===== src/rtl/sa_pkg.sv =====
// Shared types and default dimensions for the systolic-array drain path.
package sa_pkg;

  localparam int SIZE_DEF      = 16;
  localparam int ACC_WIDTH_DEF = 16;
  localparam int TAG_WIDTH     = 16;

  typedef logic [ACC_WIDTH_DEF-1:0] acc_t;
  typedef logic [TAG_WIDTH-1:0]     tag_t;

  // Occupancy counter width: must represent 0..depth inclusive.
  function automatic int cnt_width(input int depth);
    return $clog2(depth) + 1;
  endfunction

endpackage


===== src/rtl/sa_sync_fifo.sv =====
// Single-clock FIFO with indexed head read; a push into a full FIFO is only
// accepted when a pop frees the head slot in the same cycle.
module sa_sync_fifo
  import sa_pkg::*;
#(
  parameter int WIDTH = 8,
  parameter int DEPTH = 4
) (
  input  logic                        clk,
  input  logic                        reset,
  input  logic                        i_push,
  input  logic                        i_pop,
  input  logic [WIDTH-1:0]            i_data,
  output logic [WIDTH-1:0]            o_data,
  output logic                        o_full,
  output logic                        o_empty,
  output logic [cnt_width(DEPTH)-1:0] o_count
);

  localparam int AW = $clog2(DEPTH);
  localparam logic [AW:0] FULL_CNT = (AW+1)'(DEPTH);

  logic [WIDTH-1:0] r_mem [DEPTH];
  logic [AW-1:0]    r_wr_ptr;
  logic [AW-1:0]    r_rd_ptr;
  logic [AW:0]      r_count;
  logic             w_pop;
  logic             w_wr;

  assign o_full  = (r_count == FULL_CNT);
  assign o_empty = (r_count == '0);
  assign o_count = r_count;
  assign o_data  = r_mem[r_rd_ptr];

  assign w_pop = i_pop & ~o_empty;
  assign w_wr  = i_push & (~o_full | w_pop);

  always_ff @(posedge clk or posedge reset) begin
    if (reset) begin
      r_wr_ptr <= '0;
      r_rd_ptr <= '0;
      r_count  <= '0;
      for (int k = 0; k < DEPTH; k++) r_mem[k] <= '0;
    end else begin
      if (w_wr) begin
        r_mem[r_wr_ptr] <= i_data;
        r_wr_ptr        <= r_wr_ptr + 1'b1;
      end
      if (w_pop) r_rd_ptr <= r_rd_ptr + 1'b1;
      case ({w_wr, w_pop})
        2'b10:   r_count <= r_count + 1'b1;
        2'b01:   r_count <= r_count - 1'b1;
        default: r_count <= r_count;
      endcase
    end
  end

endmodule


===== src/rtl/sa_output_deskew.sv =====
// Realigns skewed bottom-row accumulations into whole vectors and buffers them.
// Optional SA_DESKEW_ROW_TAG_EN adds a 16-bit row tag carried with each vector.
module sa_output_deskew
  import sa_pkg::*;
#(
  parameter int SIZE      = SIZE_DEF,
  parameter int ACC_WIDTH = ACC_WIDTH_DEF,
  parameter int DEPTH     = 4
) (
  input  logic                             clk,
  input  logic                             reset,
  input  logic                             in_valid,
  input  logic [SIZE-1:0][ACC_WIDTH-1:0]   acc_in,
  output logic                             out_valid,
  input  logic                             out_ready,
  output logic [SIZE-1:0][ACC_WIDTH-1:0]   out_data,
  output logic [cnt_width(DEPTH)-1:0]      fifo_count,
  output logic                             overflow_err,
  input  logic                             clear_err
`ifdef SA_DESKEW_ROW_TAG_EN
  ,
  output tag_t                             out_tag
`endif
);

  localparam int DW_VEC = SIZE * ACC_WIDTH;
`ifdef SA_DESKEW_ROW_TAG_EN
  localparam int DW = DW_VEC + TAG_WIDTH;
`else
  localparam int DW = DW_VEC;
`endif

  logic [SIZE-1:0][ACC_WIDTH-1:0] w_aligned;
  logic                           w_push;
  logic                           w_pop;
  logic                           w_full;
  logic                           w_empty;
  logic                           w_drop;
  logic [DW-1:0]                  w_wdata;
  logic [DW-1:0]                  w_rdata;

  // Column j arrives j cycles late, so it needs SIZE-1-j stages to meet the last column.
  genvar j;
  for (j = 0; j < SIZE; j++) begin : g_col
    if (j == SIZE-1) begin : g_direct
      assign w_aligned[j] = acc_in[j];
    end else begin : g_dly
      localparam int L = SIZE - 1 - j;
      logic [ACC_WIDTH-1:0] r_sh [L];
      always_ff @(posedge clk or posedge reset) begin
        if (reset) begin
          for (int k = 0; k < L; k++) r_sh[k] <= '0;
        end else begin
          r_sh[0] <= acc_in[j];
          for (int k = 1; k < L; k++) r_sh[k] <= r_sh[k-1];
        end
      end
      assign w_aligned[j] = r_sh[L-1];
    end
  end

  if (SIZE > 1) begin : g_vpipe
    logic [SIZE-2:0] r_vpipe;
    always_ff @(posedge clk or posedge reset) begin
      if (reset) begin
        r_vpipe <= '0;
      end else begin
        r_vpipe[0] <= in_valid;
        for (int k = 1; k < SIZE-1; k++) r_vpipe[k] <= r_vpipe[k-1];
      end
    end
    assign w_push = r_vpipe[SIZE-2];
  end else begin : g_novpipe
    assign w_push = in_valid;
  end

  assign out_valid = ~w_empty;
  assign w_pop     = out_valid & out_ready;
  assign w_drop    = w_push & w_full & ~w_pop;

`ifdef SA_DESKEW_ROW_TAG_EN
  tag_t r_row_tag;

  always_ff @(posedge clk or posedge reset) begin
    if (reset)                r_row_tag <= '0;
    else if (w_push & ~w_drop) r_row_tag <= r_row_tag + 1'b1;
  end

  assign w_wdata  = {r_row_tag, w_aligned};
  assign out_tag  = w_rdata[DW-1 -: TAG_WIDTH];
`else
  assign w_wdata  = w_aligned;
`endif
  assign out_data = w_rdata[DW_VEC-1:0];

  sa_sync_fifo #(
    .WIDTH (DW),
    .DEPTH (DEPTH)
  ) u_fifo (
    .clk     (clk),
    .reset   (reset),
    .i_push  (w_push),
    .i_pop   (w_pop),
    .i_data  (w_wdata),
    .o_data  (w_rdata),
    .o_full  (w_full),
    .o_empty (w_empty),
    .o_count (fifo_count)
  );

  // A drop in the same cycle as a clear still leaves the flag set.
  always_ff @(posedge clk or posedge reset) begin
    if (reset)          overflow_err <= 1'b0;
    else if (w_drop)    overflow_err <= 1'b1;
    else if (clear_err) overflow_err <= 1'b0;
  end

endmodule


===== config.mk =====
export PLATFORM = sky130hd
export DESIGN_NAME = sa_output_deskew
export DESIGN_NICKNAME = d
export VERILOG_FILES = /design/src/rtl/sa_pkg.sv /design/src/rtl/sa_sync_fifo.sv /design/src/rtl/sa_output_deskew.sv
export SDC_FILE = /design/constraint.sdc
export NUM_CORES = 2
export LEC_CHECK = 0
export BUFFER_PORTS_ARGS = -buffer_cell sky130_fd_sc_hd__buf_2
export CORE_UTILIZATION = 42
export CTS_CLUSTER_SIZE = 8
export DETAILED_ROUTE_END_ITERATION = 6
export PLACE_DENSITY = 0.57
export SLEW_MARGIN = 10
export SYNTH_ARGS = -nofsm -noshare
export SYNTH_HDL_FRONTEND = slang
export SYNTH_HIERARCHICAL = 1
export SYNTH_SLANG_ARGS = --single-unit
export TNS_END_PERCENT = 5

===== constraint.sdc =====
create_clock -name clk -period 98.5 [get_ports clk]
set_input_delay 19.7 -clock clk [delete_from_list [all_inputs] [get_ports clk]]
set_output_delay 19.7 -clock clk [all_outputs]
set_load 0.01 [all_outputs]

==> results.md <==
- Die area: 224000 sq um
- Core ar.: 220000 sq um
- Compound-Gate Fraction of Synth Area: 0.000228
- GRT overflow: 0
- Largest net degree at the start of global routing: 169
- Final wirelength: 171000 microns
- Placed Cells: 7830
- Clock latency on the worst-skew pair: 970 ps
- Initial core utilization: 0.424
- Residual DRC: 0
- Mean Syn Cell Area: 20.9 sq um
- CP Max Fanout: 130
- Final WS setup: 73290 ps
- Setup TNS: 0 ps
- CTS hold repair buffers: 0
- DR WL/cell: 20.7 microns
- Post-synthesis simple-gate area fraction: 0.00103
- Critical path's most frequent cell: buf_4
- Seq/Total Area, Yosys: 0.796
- Pre-antenna DRT Iters: 4
- Synth warnings: 6
- Post-detail-place hpwl: 97900 microns
- Cell Count, Final, Fillers Out: 8293
- Buf/Inv on CP: 9
- Leading cell type in the layout, fill and taps excluded: dfrtp_1
- Switching Share: 0.269
- Synth Cell Area: 93200 sq um
- Rel. slew slack: 0.186
- Fillers: 17600
- Post-DP Area: 98800 sq um
- Placer Congestion: 0.743
- Nets: 5564
- Clk sinks: 2967
- Psw: 994 uW
- Vias in the first global route: 45100
- Gr usage total: 0.159
- Die H: 473 microns
- First-pass GRT wire length: 272000 microns
- CP endpoint kind: async pin
- Post-CTS Setup Bufs: 0
- Worst Clk Skew: 104 ps
- Resized Gates After CTS: 0
- Internal power: 2.70 mW
- Final ANT Viol Nets: 0
- CTS buffer count: 423
- Status: complete, no violations
- Placement Rows: 172
- Clock root buffer: clkbuf_16
- Clock Tree Buf Depth: 4
- Fraction of layout cells with a size suffix above 1: 0.436
- Hold_ws: 270 ps
- Largest family of logic cells by synthesized area: multiplexers
- Pwr per Cell Area: 33.7 nW/um^2
- Fmax: 39.7 MHz
- CP top delay family: buffers and inverters
- Detailed-route via count: 40100
- Syn nets: 4725
- Post-synth EDFFs: 0
- Via density: 4.84
- Post-synth cell types: 23
- Setup violations, final: 0
- CTS tree: done
- Cells along the critical path: buf_2 > inv_8 > buf_4 > buf_4 > buf_4 > buf_4 > buf_4 > buf_4 > buf_4
- Power share of the clock group: 0.331
- DRT iter0 DRCs: 1820
- Initial antenna violation count: 42
- Hold Vio Cnt, Final: 0
- Worst setup SP type: input port
- Synthesized netlist cell count: 4458
- Post-layout util: 0.499
- Synth Flop Type: dfrtp_1
- Slowest-stage cell, CP: buf_4
- Kind of critical path: input port to async pin
- Commonest cells after routing, fill and taps aside: dfrtp_1, mux2_2, buf_2
- Final cycle utilization of the critical path: 0.256
- CP Data Arrival Time: 26060 ps
- Leak pwr: 48.2 nW
- Die Wd: 473 microns
- I/O pin cnt: 522
- Slew @ Worst Pin: 1210 ps
- Critical path's largest stage delay: 910 ps
- Port bufs: 521
- Area Growth Syn to Fin: 17.8%
- RSZ-0062 raised after global routing: false
- Worst EP required: 99360 ps
- Maximum vdd drop: 21.3 uV
- FFs w/ async S/R, synth: 1.00
- Post-Layout Inst Area: 110000 sq um
- Post-synthesis mux area share: 0.186
- DP Worst Slack: 71950 ps
- Post-Synth Adder-Cell Area: 0.000886
- CTS HTree Levels: 5
- Hold Path Class: flip-flop to flip-flop
- Fin. max-slew vios: 0
- Post-synthesis xor/xnor area fraction: 0.000564
- Comb power frac: 0.234
- Clock Pin Slew Worst Setup and Hold Paths: 50 ps
- Maximum Capacitance Violations: 0
- Overall power: 3.70 mW
- Minimum clock period: 25210 ps
- Sequential Power Share: 0.435
- Post-synthesis register bit count: 2967
==> cell type report <==
cell class | count | area [sq um] | share of cell area
antenna | 13 | 32.5 | 0.000296
tap | 2958 | 3700 | 0.0337
sequential | 2967 | 74300 | 0.676
clock inverter | 12 | 221 | 0.00202
timing repair buffer | 584 | 3160 | 0.0287
clock buffer | 438 | 10800 | 0.0983
multi-input combinational | 1312 | 17600 | 0.160
inverter | 9 | 48.8 | 0.000444
==> sequential cells by signal, summed over array words and instances, names as in the netlist <==
name	flops
g_col.g_dly.r_sh	1920
g_vpipe.r_vpipe	15
overflow_err	1
u_fifo/o_count	3
u_fifo/r_mem	1024
u_fifo/r_rd_ptr	2
u_fifo/r_wr_ptr	2
==> metal layers <==
| metal | wire length (microns) | share of wire | global-route usage |
|---|---|---|---|
| met5 | 72 | 0.00042 | 0 |
| met4 | 5370 | 0.031 | 0.0548 |
| met3 | 7220 | 0.042 | 0.0340 |
| met2 | 86100 | 0.50 | 0.259 |
| met1 | 72600 | 0.42 | 0.211 |
==> cells in the mapped netlist, types with 3 or more instances <==
cell,n,area share
xor2_1,3,0.00028
clkbuf_1,8,0.00032
inv_1,9,0.00036
xnor2_1,3,0.00028
mux2_2,1025,0.12
nand2_1,6,0.00024
buf_2,49,0.0026
buf_1,9,0.00036
nor2_1,5,0.00020
ha_1,5,0.00067
mux4_2,256,0.062
dfrtp_1,2967,0.80
buf_6,80,0.0097
buf_4,24,0.0019
==> power groups by stage <==
stage | Clock, mW | Combinational (mW) | Sequential, mW
2_1_floorplan | 0 | 0.624 | 1.59
3_3_place_gp | 0 | 0.874 | 1.61
3_5_place_dp | 0 | 0.889 | 1.63
4_1_cts | 1.27 | 0.891 | 1.61
5_1_grt | 1.32 | 0.926 | 1.64
6_report | 1.23 | 0.865 | 1.61
==> cell families after synthesis <==
family / count (synthesis)
mux: 1282
buf+inv: 179
simple gates: 16
fa+ha+maj: 6
xor+xnor: 6
flops: 2967
compound gates: 2
==> final timing paths <==
| check | slack (ps) | start | cells after the start | to |
|---|---|---|---|---|
| max | 73290 | reset | 9 | g_col[3].g_dly.r_sh[72]$_DFF_PP0_ |
| min | 270 | g_col[2].g_dly.r_sh[19]$_DFF_PP0_ | 0 | g_col[2].g_dly.r_sh[3]$_DFF_PP0_ |
| max reg2reg | 93630 | u_fifo/o_count[0]$_DFFE_PP0P_ | 8 | u_fifo/r_mem[186]$_DFFE_PP0P_ |
| min reg2reg | 270 | g_col[2].g_dly.r_sh[19]$_DFF_PP0_ | 0 | g_col[2].g_dly.r_sh[3]$_DFF_PP0_ |
| min in group asynchronous | 18940 | reset | 2 | g_col[14].g_dly.r_sh[3]$_DFF_PP0_ |
| max in group clk | 73700 | u_fifo/r_rd_ptr[0]$_DFFE_PP0P_ | 5 | out_data[224] |
==> worst reg2reg max path, cell delays in order (launching register included) <==
cell and delay (ps):
dfrtp_1 480, nor3_1 250, nor2b_4 220, nor4b_4 110, nor2_4 840, buf_4 700, buf_4 850, buf_4 910
mux2_2 470
No activity file was read; power rests on OpenSTA's default activity.
